File: src/rtl/romarb_if.sv
// Mapper-side PRG/CHR fetch ports and external ROM port of the shared-ROM arbiter.
// The slave modport is the arbiter's view; master is the surrounding system's view.
interface romarb_if #(
    parameter int EXTW = 22
);
    logic [20:0]     promaddr;
    logic            promreq;
    logic [7:0]      promdata;
    logic            promack;
    logic [20:0]     cromaddr;
    logic            cromreq;
    logic [7:0]      cromdata;
    logic            cromack;
    logic [EXTW-1:0] extaddr;
    logic            extreq;
    logic [7:0]      extrdata;
    logic            extack;

    modport slave (
        input  promaddr, promreq, cromaddr, cromreq, extrdata, extack,
        output promdata, promack, cromdata, cromack, extaddr, extreq
    );

    modport master (
        output promaddr, promreq, cromaddr, cromreq, extrdata, extack,
        input  promdata, promack, cromdata, cromack, extaddr, extreq
    );
endinterface

File: src/rtl/romarb.sv
// Serialises PRG and CHR ROM fetches onto one req/ack external memory port.
// Define ROMARB_RR_EN for round-robin tie breaking; otherwise CHR wins every tie.
module romarb #(
    parameter int EXTW = 22
) (
    input  logic     clk,
    input  logic     reset,
    romarb_if.slave  bus
);
    typedef enum logic [1:0] {
        IDLE     = 2'd0,
        BUSY_PRG = 2'd1,
        BUSY_CHR = 2'd2
    } state_t;

    state_t      state_q, state_d;
    logic        prq0_q, crq0_q;
    logic        ppend_q, ppend_d;
    logic        cpend_q, cpend_d;
    logic [21:0] extaddr_q, extaddr_d;
    logic        extreq_q, extreq_d;
    logic [7:0]  pdata_q, pdata_d;
    logic [7:0]  cdata_q, cdata_d;
    logic        pack_q, pack_d;
    logic        cack_q, cack_d;
`ifdef ROMARB_RR_EN
    logic        last_chr_q, last_chr_d;
`endif

    logic pnew, cnew, pcand, ccand;
    logic grant_p, grant_c;

    assign pnew  = bus.promreq & ~prq0_q;
    assign cnew  = bus.cromreq & ~crq0_q;
    assign pcand = ppend_q | pnew;
    assign ccand = cpend_q | cnew;

    always_comb begin
        grant_p = 1'b0;
        grant_c = 1'b0;
        if (state_q == IDLE) begin
            if (pcand && ccand) begin
`ifdef ROMARB_RR_EN
                if (last_chr_q) grant_p = 1'b1;
                else            grant_c = 1'b1;
`else
                grant_c = 1'b1;
`endif
            end else if (pcand) begin
                grant_p = 1'b1;
            end else if (ccand) begin
                grant_c = 1'b1;
            end
        end
    end

    // Next-state logic
    always_comb begin
        state_d = state_q;
        case (state_q)
            IDLE: begin
                if (grant_p)      state_d = BUSY_PRG;
                else if (grant_c) state_d = BUSY_CHR;
            end
            BUSY_PRG, BUSY_CHR: begin
                if (bus.extack) state_d = IDLE;
            end
            default: state_d = IDLE;
        endcase
    end

    // Output / datapath next values; pend clears on grant so a re-request
    // during the port's own service is queued rather than lost.
    always_comb begin
        ppend_d   = (ppend_q | pnew) & ~grant_p;
        cpend_d   = (cpend_q | cnew) & ~grant_c;
        extaddr_d = extaddr_q;
        extreq_d  = extreq_q;
        pdata_d   = pdata_q;
        cdata_d   = cdata_q;
        pack_d    = 1'b0;
        cack_d    = 1'b0;
`ifdef ROMARB_RR_EN
        last_chr_d = last_chr_q;
        if (grant_c)      last_chr_d = 1'b1;
        else if (grant_p) last_chr_d = 1'b0;
`endif
        case (state_q)
            IDLE: begin
                if (grant_p) begin
                    extreq_d  = 1'b1;
                    extaddr_d = {1'b0, bus.promaddr};
                end else if (grant_c) begin
                    extreq_d  = 1'b1;
                    extaddr_d = {1'b1, bus.cromaddr};
                end
            end
            BUSY_PRG: begin
                if (bus.extack) begin
                    pdata_d  = bus.extrdata;
                    pack_d   = 1'b1;
                    extreq_d = 1'b0;
                end
            end
            BUSY_CHR: begin
                if (bus.extack) begin
                    cdata_d  = bus.extrdata;
                    cack_d   = 1'b1;
                    extreq_d = 1'b0;
                end
            end
            default: extreq_d = 1'b0;
        endcase
    end

    // State register
    always_ff @(posedge clk or negedge reset) begin
        if (!reset) begin
            state_q    <= IDLE;
            prq0_q     <= 1'b0;
            crq0_q     <= 1'b0;
            ppend_q    <= 1'b0;
            cpend_q    <= 1'b0;
            extaddr_q  <= '0;
            extreq_q   <= 1'b0;
            pdata_q    <= '0;
            cdata_q    <= '0;
            pack_q     <= 1'b0;
            cack_q     <= 1'b0;
`ifdef ROMARB_RR_EN
            last_chr_q <= 1'b1;
`endif
        end else begin
            state_q    <= state_d;
            prq0_q     <= bus.promreq;
            crq0_q     <= bus.cromreq;
            ppend_q    <= ppend_d;
            cpend_q    <= cpend_d;
            extaddr_q  <= extaddr_d;
            extreq_q   <= extreq_d;
            pdata_q    <= pdata_d;
            cdata_q    <= cdata_d;
            pack_q     <= pack_d;
            cack_q     <= cack_d;
`ifdef ROMARB_RR_EN
            last_chr_q <= last_chr_d;
`endif
        end
    end

    assign bus.extreq   = extreq_q;
    assign bus.promdata = pdata_q;
    assign bus.cromdata = cdata_q;
    assign bus.promack  = pack_q;
    assign bus.cromack  = cack_q;

    generate
        if (EXTW > 22) begin : g_pad
            assign bus.extaddr = {{(EXTW-22){1'b0}}, extaddr_q};
        end else begin : g_nopad
            assign bus.extaddr = extaddr_q[EXTW-1:0];
        end
    endgenerate
endmodule

File: src/flat_wrapper.sv
// flat-port wrapper written by rule: the top's interface ports become plain ports
module romarb_flat 
#(
    parameter int EXTW = 22
)
  (clk, reset, bus_promaddr, bus_promreq, bus_cromaddr, bus_cromreq, bus_extrdata, bus_extack, bus_promdata, bus_promack, bus_cromdata, bus_cromack, bus_extaddr, bus_extreq);
  romarb_if #(.EXTW(EXTW)) bus_i ();
  input  logic clk;
  input  logic reset;
  input wire logic [$bits(bus_i.promaddr)-1:0] bus_promaddr;
  input wire logic [$bits(bus_i.promreq)-1:0] bus_promreq;
  input wire logic [$bits(bus_i.cromaddr)-1:0] bus_cromaddr;
  input wire logic [$bits(bus_i.cromreq)-1:0] bus_cromreq;
  input wire logic [$bits(bus_i.extrdata)-1:0] bus_extrdata;
  input wire logic [$bits(bus_i.extack)-1:0] bus_extack;
  output wire logic [$bits(bus_i.promdata)-1:0] bus_promdata;
  output wire logic [$bits(bus_i.promack)-1:0] bus_promack;
  output wire logic [$bits(bus_i.cromdata)-1:0] bus_cromdata;
  output wire logic [$bits(bus_i.cromack)-1:0] bus_cromack;
  output wire logic [$bits(bus_i.extaddr)-1:0] bus_extaddr;
  output wire logic [$bits(bus_i.extreq)-1:0] bus_extreq;
  assign bus_i.promaddr = bus_promaddr;
  assign bus_i.promreq = bus_promreq;
  assign bus_i.cromaddr = bus_cromaddr;
  assign bus_i.cromreq = bus_cromreq;
  assign bus_i.extrdata = bus_extrdata;
  assign bus_i.extack = bus_extack;
  assign bus_promdata = bus_i.promdata;
  assign bus_promack = bus_i.promack;
  assign bus_cromdata = bus_i.cromdata;
  assign bus_cromack = bus_i.cromack;
  assign bus_extaddr = bus_i.extaddr;
  assign bus_extreq = bus_i.extreq;
  romarb #(.EXTW(EXTW)) u_core (.clk(clk), .reset(reset), .bus(bus_i));
endmodule
File: config.mk
export PLATFORM = sky130hd
export DESIGN_NAME = romarb_flat
export DESIGN_NICKNAME = d
export VERILOG_FILES = /design/src/rtl/romarb_if.sv /design/src/rtl/romarb.sv /design/src/flat_wrapper.sv
export SDC_FILE = /design/constraint.sdc
export NUM_CORES = 1
export LEC_CHECK = 0
export CORE_MARGIN = 2
export CORE_UTILIZATION = 41
export CTS_BUF_LIST = sky130_fd_sc_hd__clkbuf_16
export CTS_CLUSTER_DIAMETER = 150
export DETAILED_ROUTE_END_ITERATION = 12
export GPL_TIMING_DRIVEN = 0
export PLACE_DENSITY = 0.79
export SYNTH_ARGS = -nofsm -noshare
export SYNTH_HDL_FRONTEND = slang
export SYNTH_SLANG_ARGS = --single-unit
File: constraint.sdc
create_clock -name clk -period 1.89 [get_ports clk]
set_input_delay 0.189 -clock clk [delete_from_list [all_inputs] [get_ports clk]]
set_output_delay 0.189 -clock clk [all_outputs]
set_load 0.01 [all_outputs]
======== After elaboration in Yosys (flattened, before gate mapping) ========
Index checks and enable logic that the tools add are counted.
cells by class
  equality and inequality tests ........... 4
  bitwise gates (word level) .............. 10
  reduce and logical (&&, ||, !) cells .... 8
  mux-type cells .......................... 20
operator list
  kind                  number
  $mux W22              2
  $mux W1               13
  $reduce_and A2 Y1     4
  $mux W2               3
  $and A1 B1 Y1         4
  $not A1 Y1            4
  $pmux W2 S2           1
  $ne A3 B1 Y1 const B  1
  $eq A2 B1 Y1 const B  1
  $eq A2 B2 Y1 const B  1
  $logic_not A2 Y1      1
  $ne A2 B1 Y1 const B  1
  $or A1 B1 Y1          2
  $pmux W1 S2           1
  $reduce_bool A2 Y1    1
  $reduce_or A2 Y1      1
  $logic_and A1 B1 Y1   1
storage, ports and cells
  output and inout bits ................... 41
  bits in registers ....................... 47
  word-level logic and storage cells ...... 53

======== Logic depth before layout (Yosys ltp) ========
Gate-level depths: netlist (run 1).
  depth after elaboration ................. 10
  mapped depth ............................ 7
  gate-level depth less buffers ........... 6

======== Least setup slack after synthesis (run 1) ========
No wires, ideal clock.
  path type ............................... reg-to-reg
  start point ............................. register u_core.state_q[0]
  end point ............................... register u_core.extaddr_q[10], in the netlist u_core.bus.extaddr[10]
  cell stages (with the launch flop) ...... 8
  path slack .............................. 0.444 ns
  data arrival time ....................... 1.323 ns
  buffers on the path ..................... 1
  required time ........................... 1.767 ns
  cell sequence ........................... dfrtp_1 inv_1 ha_1 nand2b_1 nor2_2 nand2b_2 buf_6 a2bb2oi_2
between the ends
  cells in the longest elaborated chain, start to end .. 4
  elaborated cells between the ends (all ways) .. 6
  those cells by class .................... 3 x mux; 3 x reduce/logical
ends and longest elaborated chain
  item                                 line                        text
  start, declared                      romarb.sv:16                state_t state_q, state_d;
  start signal, assigned               romarb.sv:134               state_q <= state_d;
  $logic_not A2 Y1 *                   romarb.sv:41, romarb.sv:88
  $mux W1                              romarb.sv:41                if (state_q == IDLE) begin
  $reduce_bool A2 Y1 (no source line)  n/a
  $reduce_and A2 Y1 (no source line)   n/a
  end signal, assigned                 romarb.sv:139               extaddr_q <= extaddr_d;
  end, declared                        romarb.sv:20                logic [21:0] extaddr_q, extaddr_d;
Every way passes the cells marked *; elsewhere a longest branch is shown, timed or not.
A chain may end at the register's enable or synchronous reset.

======== Final worst setup path (run 1) ========
  start point ............................. register u_core.state_q[1]
  end point ............................... register u_core.extaddr_q[0], in the netlist u_core.bus.extaddr[0]
Same word-level chain as after synthesis.

==> results of run 1 <==
==> where the power goes <==
group / internal, uW / leakage, uW / switching, uW / total [uW]
combinational: 1610 / 0.000780 / 1250 / 2860
clock: 753 / 0.0000952 / 353 / 1110
sequential: 1500 / 0.000560 / 233 / 1730
==> stage by stage <==
step / hold slack, ns / util / setup TNS, ns / cells
after global routing: 0.396 / 0.671 / 0 / 340
after floorplan: -0.107 / - / 0 / 165
after global placement: 0.485 / 0.627 / -34.00 / 330
after CTS: 0.375 / 0.671 / 0 / 340
after detailed placement: 0.232 / 0.631 / 0 / 331
final: 0.384 / 0.671 / 0 / 340
==> metal layers <==
metal,part of all wire,wire (um),up-vias
met5,0,0,-
met4,0.0042,21,0
met3,0.090,450,2
met2,0.49,2450,59
met1,0.42,2070,793
li1,-,-,789
==> cell type report <==
cell class / instances / area (sq um) / area share
flip-flops and latches: 47 / 1180 / 0.348
well taps: 70 / 87.6 / 0.0259
multi-input cells: 105 / 862 / 0.255
clock buffers: 5 / 125 / 0.0370
inverters: 5 / 18.8 / 0.00555
clock inverters: 3 / 63.8 / 0.0189
plain buffers: 8 / 65.1 / 0.0192
repair buffers: 97 / 983 / 0.291
==> registers in the layout (all words and copies together), names as in the netlist <==
name                 cells
u_core.bus.extaddr      22
u_core.cpend_q           1
u_core.prq0_q            1
u_core.bus.promack       1
u_core.bus.cromdata      8
u_core.crq0_q            1
u_core.bus.promdata      8
u_core.bus.cromack       1
u_core.bus.extreq        1
u_core.state_q           2
u_core.ppend_q           1
==> synth_stat cells <==
cell,number
o21ai_2,1
nor2_1,5
a2bb2oi_1,2
a211oi_4,1
o22ai_1,1
a21oi_1,23
nor2b_1,1
nor2_2,1
nand2b_1,1
nand2b_2,1
mux2_2,16
o22a_1,1
buf_6,4
a2bb2oi_2,19
nand2b_4,1
inv_1,5
ha_1,3
o21a_1,2
and2_1,1
o21ai_0,1
and2b_4,1
nand2_1,23
dfrtp_1,47
buf_2,4
==> cells by family (layout without fill, tap and decap cells) <==
logic type / after synthesis / after routing / synth area share
compound gates: 51 / 51 / 0.227
fa+ha+maj: 3 / 3 / 0.0177
buf+inv: 13 / 118 / 0.0395
flops: 47 / 47 / 0.554
mux: 16 / 16 / 0.0849
simple gates: 35 / 35 / 0.0767
==> worst max-delay path by stage <==
stage,startpoint,to
2_1_floorplan,u_core.state_q[0]$_DFFE_PN0P_,u_core.bus.extaddr[10]$_DFFE_PN0P_
3_3_place_gp,reset,u_core.bus.promack$_DFF_PN0_
3_5_place_dp,bus_cromreq,u_core.bus.extaddr[7]$_DFFE_PN0P_
4_1_cts,u_core.state_q[1]$_DFFE_PN0P_,u_core.bus.extaddr[7]$_DFFE_PN0P_
5_1_grt,u_core.state_q[1]$_DFFE_PN0P_,u_core.bus.extaddr[17]$_DFFE_PN0P_
6_report,u_core.state_q[1]$_DFFE_PN0P_,u_core.bus.extaddr[0]$_DFFE_PN0P_
==> impl_metrics.toml, run 1 <==
[synth]
synthCells = 165
synth.top_cell.area_share = 0.554
synth_cell_type_count = 24
syn-num-nets = 223
synth.ff_latch_count = 47
ys_seq_area_frac = 0.554
yosys_warnings = 0
netlist_area_sq_mm = 0.00212
yosys.area.top_type = "dfrtp_1"
avgSynthCellArea_sq_um = 12.9
synthTopCellsByArea = "dfrtp_1 55%, a2bb2oi_2 13%, mux2_2 8.5%"

[setup_path]
worstPathCellList = "inv_1 > ha_1 > nand2b_1 > a211oi_4 > buf_6 > a21oi_1 > a2bb2oi_2"
crit_cells = 7
reg2reg_depth = 7
critPathCaptureType = "register"
rrSetupSlack_ns = 0.25
timing.rr.start = "u_core.state_q[1]$_DFFE_PN0P_"
slowest_delay_ns = 0.38
cp.buffers_inverters = 2
path_delay_family = "compound AO/OA/AOI/OAI gates"
worstPathArrival_ns = 1.85
critPathKind = "register to register"
start_kind = "register"
worstPathMaxFanout = 10
regToRegEndpoint = "u_core.bus.extaddr[0]$_DFFE_PN0P_"
worstPathRequired_ns = 2.10
crit_slowest_cell = "dfrtp_1"

[sta]
fin_crit_sh = 0.868
timing.final.ws_setup_ns = 0.250
fin_crit_ns = 1.64
hold_violations = 0
tightest_slew_ns = 0.588
relSlewSlack = 0.608
setup_viol = 0
fin_skew_ns = 0.00662
maxSlewViolCount = 0
grt_setup_unrepaired = "false"
clock.fmax_mhz = 610

[clocking]
holdBufCountCts = 1
cts.sinks = 47
cts_tree = "yes"
clk_pin_slew_ns = 0.06
clock_path_buffers = 2
htreeDepth = 2
cts_resized = 0
cts_setup_buffers = 0
clock_latency_ns = 0.28
cts_buffers = 5
cts_root_buf = "clkbuf_16"

[detailed_routing]
dr.pass1.iters = 4
wl_per_cell_um = 14.7
drc = 0
antenna_left = 0
vias = 1643
wirelength_um = 5000
vias_per_cell = 4.83
drtIter0Drc = 30

[power_and_ir_drop]
power.density_mw_per_mm2 = 1680
vdd_ir_drop_max_mv = 0.861
p_total_uw = 5690
leakage_uw = 0.00143

[cells_and_area]
layout_commonest_cell = "clkdlybuf4s50_1"
drive_gt1_frac = 0.215
mostFrequentLayoutCells = "94 x clkdlybuf4s50_1, 47 x dfrtp_1, 23 x nand2_1, 23 x a21oi_1, 19 x a2bb2oi_2"
final_nets = 327
n_fill_cell = 398
antenna_cells = 0
design_area_sq_mm = 0.00338
area_growth_pct = 59.4

[floorplan]
rows = 26
design.core.area_sq_mm = 0.00504
ios = 96
initial_utilization = 0.421
die_w_um = 75.9
die_h_um = 75.9
die_area_sq_mm = 0.00577

[grt]
grt_max_degree = 25
top_usage_layer = "met2"
antenna_found_initial = 0
grt_use_total = 0.187
met3_usage = 0.0833
grt_pass1_vias = 1819
grt_pass1_wl_um = 8670
grt_use_met2 = 0.317
use_met1 = 0.219
grt_overflow_total = 0

[placement]
place_congestion = 0.700
hpwl_um = 3730
dpl_cell_area_sq_mm = 0.00318
io_buffers = 95
pre_cts_ws_ns = 0.214

[job]
drv_cap = 0

[worst_hold_path]
worstHoldPathCells = 1
min_path_type = "primary input to register"
hp-start = "bus_cromreq"
min_to = "u_core.crq0_q$_DFF_PN0_"

[run_status]
outcome = "complete, no violations"
No activity file was read; power rests on OpenSTA's default activity.
==> run 2: changes to the inputs <==
Settings changed: RECOVER_POWER from default to 50.
==> impl_metrics.toml, run 2 (synthesized netlist as in run 1, its figures left out) <==
[run_status]
outcome = "complete, no violations"

[cells_and_area]
antenna_cells = 0
final_nets = 327
finish.utilization = 0.666
mostFrequentLayoutCells = "78 x clkdlybuf4s50_1, 47 x dfrtp_1, 23 x nand2_1, 23 x a21oi_1, 19 x a2bb2oi_2"
layout_commonest_cell = "clkdlybuf4s50_1"
largest_register_ffs = 22
area_growth_pct = 58.3
drive_gt1_frac = 0.215
design_area_sq_mm = 0.00336

[sta]
grt_setup_unrepaired = "false"
clock.fmax_mhz = 610
fin_crit_ns = 1.64
hold_violations = 0
relSlewSlack = 0.609
maxSlewViolCount = 0
setup_viol = 0
fin_crit_sh = 0.867
hold_ws_ns = 0.443
fin_skew_ns = 0.00661
timing.final.ws_setup_ns = 0.251
tightest_slew_ns = 0.587

[clocking]
clk_pin_slew_ns = 0.07
cts.sinks = 47
cts_root_buf = "clkbuf_16"
clock_path_buffers = 2
holdBufCountCts = 1
cts_buffers = 5
cts_resized = 0
cts_setup_buffers = 0
htreeDepth = 2
cts_tree = "yes"
clock_latency_ns = 0.28

[grt]
antenna_found_initial = 0
grt_pass1_vias = 1819
grt_max_degree = 25
grt_overflow_total = 0
grt_use_total = 0.187
grt_pass1_wl_um = 8670

[placement]
dpl_cell_area_sq_mm = 0.00318
place_congestion = 0.700
pre_cts_ws_ns = 0.214
hpwl_um = 3730
io_buffers = 95

[detailed_routing]
dr.pass1.iters = 4
vias = 1643
drc = 0
wirelength_um = 4980
wl_per_cell_um = 14.6
drtIter0Drc = 34
vias_per_cell = 4.83
antenna_left = 0

[power_and_ir_drop]
power.density_mw_per_mm2 = 1670
leakage_uw = 0.00144
p_total_uw = 5620
vdd_ir_drop_max_mv = 0.844

[setup_path]
critPathKind = "register to register"
worstPathMaxFanout = 10
worstPathArrival_ns = 1.84
worstPathRequired_ns = 2.10
start_kind = "register"
critPathCaptureType = "register"

[job]
drv_cap = 0

[worst_hold_path]
min_path_type = "primary input to async pin"

[floorplan]
design.core.area_sq_mm = 0.00504
rows = 26
die_h_um = 75.9
die_w_um = 75.9
initial_utilization = 0.421
die_area_sq_mm = 0.00577
ios = 96
-- run 2: cell count changes in the layout (fill, tap and decap cells not counted) --
cell and delta:
buf_16 -1, buf_2 -1, clkbuf_2 +2, clkdlybuf4s50_1 -16, dlygate4sd3_1 +16
-- run 2: final timing paths --
path | start | end | slack (ns) | cells past startpoint
max | u_core.state_q[1]$_DFFE_PN0P_ | u_core.bus.extaddr[0]$_DFFE_PN0P_ | 0.25 | 7
min | reset | u_core.bus.extaddr[2]$_DFFE_PN0P_ | 0.44 | 2
max reg2reg | u_core.state_q[1]$_DFFE_PN0P_ | u_core.bus.extaddr[0]$_DFFE_PN0P_ | 0.25 | 7
min reg2reg | u_core.bus.extaddr[21]$_DFFE_PN0P_ | u_core.bus.extaddr[21]$_DFFE_PN0P_ | 0.50 | 2
max in group asynchronous | reset | u_core.ppend_q$_DFF_PN0_ | 0.47 | 3
min in group clk | bus_promaddr[2] | u_core.bus.extaddr[2]$_DFFE_PN0P_ | 0.48 | 2
-- run 2: report_power, final --
part | internal, uW | switching [uW]
registers | 1490 | 225
logic | 1550 | 1250
clock network | 753 | 354
total | 3800 | 1830
-- run 2: area by class of cell --
type                            instances  area [sq um]
Fill cell                             401          1680
Sequential cell                        47          1180
Timing Repair Buffer                   97           961
Multi-Input combinational cell        105           862
Clock buffer                            5           125
Tap cell                               70          87.6
Buffer                                  8          65.1
Clock inverter                          3          63.8
Inverter                                5          18.8
-- run 2: per-layer routing --
metal / part of all wire / up-vias / track usage
met3: 0.088 / 2 / 0.0833
met4: 0.0042 / 0 / 0.0436
met5: 0 / - / 0
met1: 0.41 / 796 / 0.219
met2: 0.49 / 55 / 0.317
li1: - / 790 / -
-- run 2: worst max-delay path, cell delays in order (launching register included) --
cell       delay (ns)
dfrtp_1          0.38
inv_1            0.10
ha_1             0.27
nand2b_1         0.15
a211oi_4         0.28
buf_6            0.20
a21oi_1          0.06
a2bb2oi_2        0.12
-- run 2: through the flow --
| stage | setup TNS (ns) | std cells |
|---|---|---|
| after global placement | -34.00 | 330 |
| after CTS | 0 | 340 |
| final | 0 | 340 |
| after detailed placement | 0 | 331 |
| after floorplan | 0 | 165 |
| after global routing | 0 | 340 |
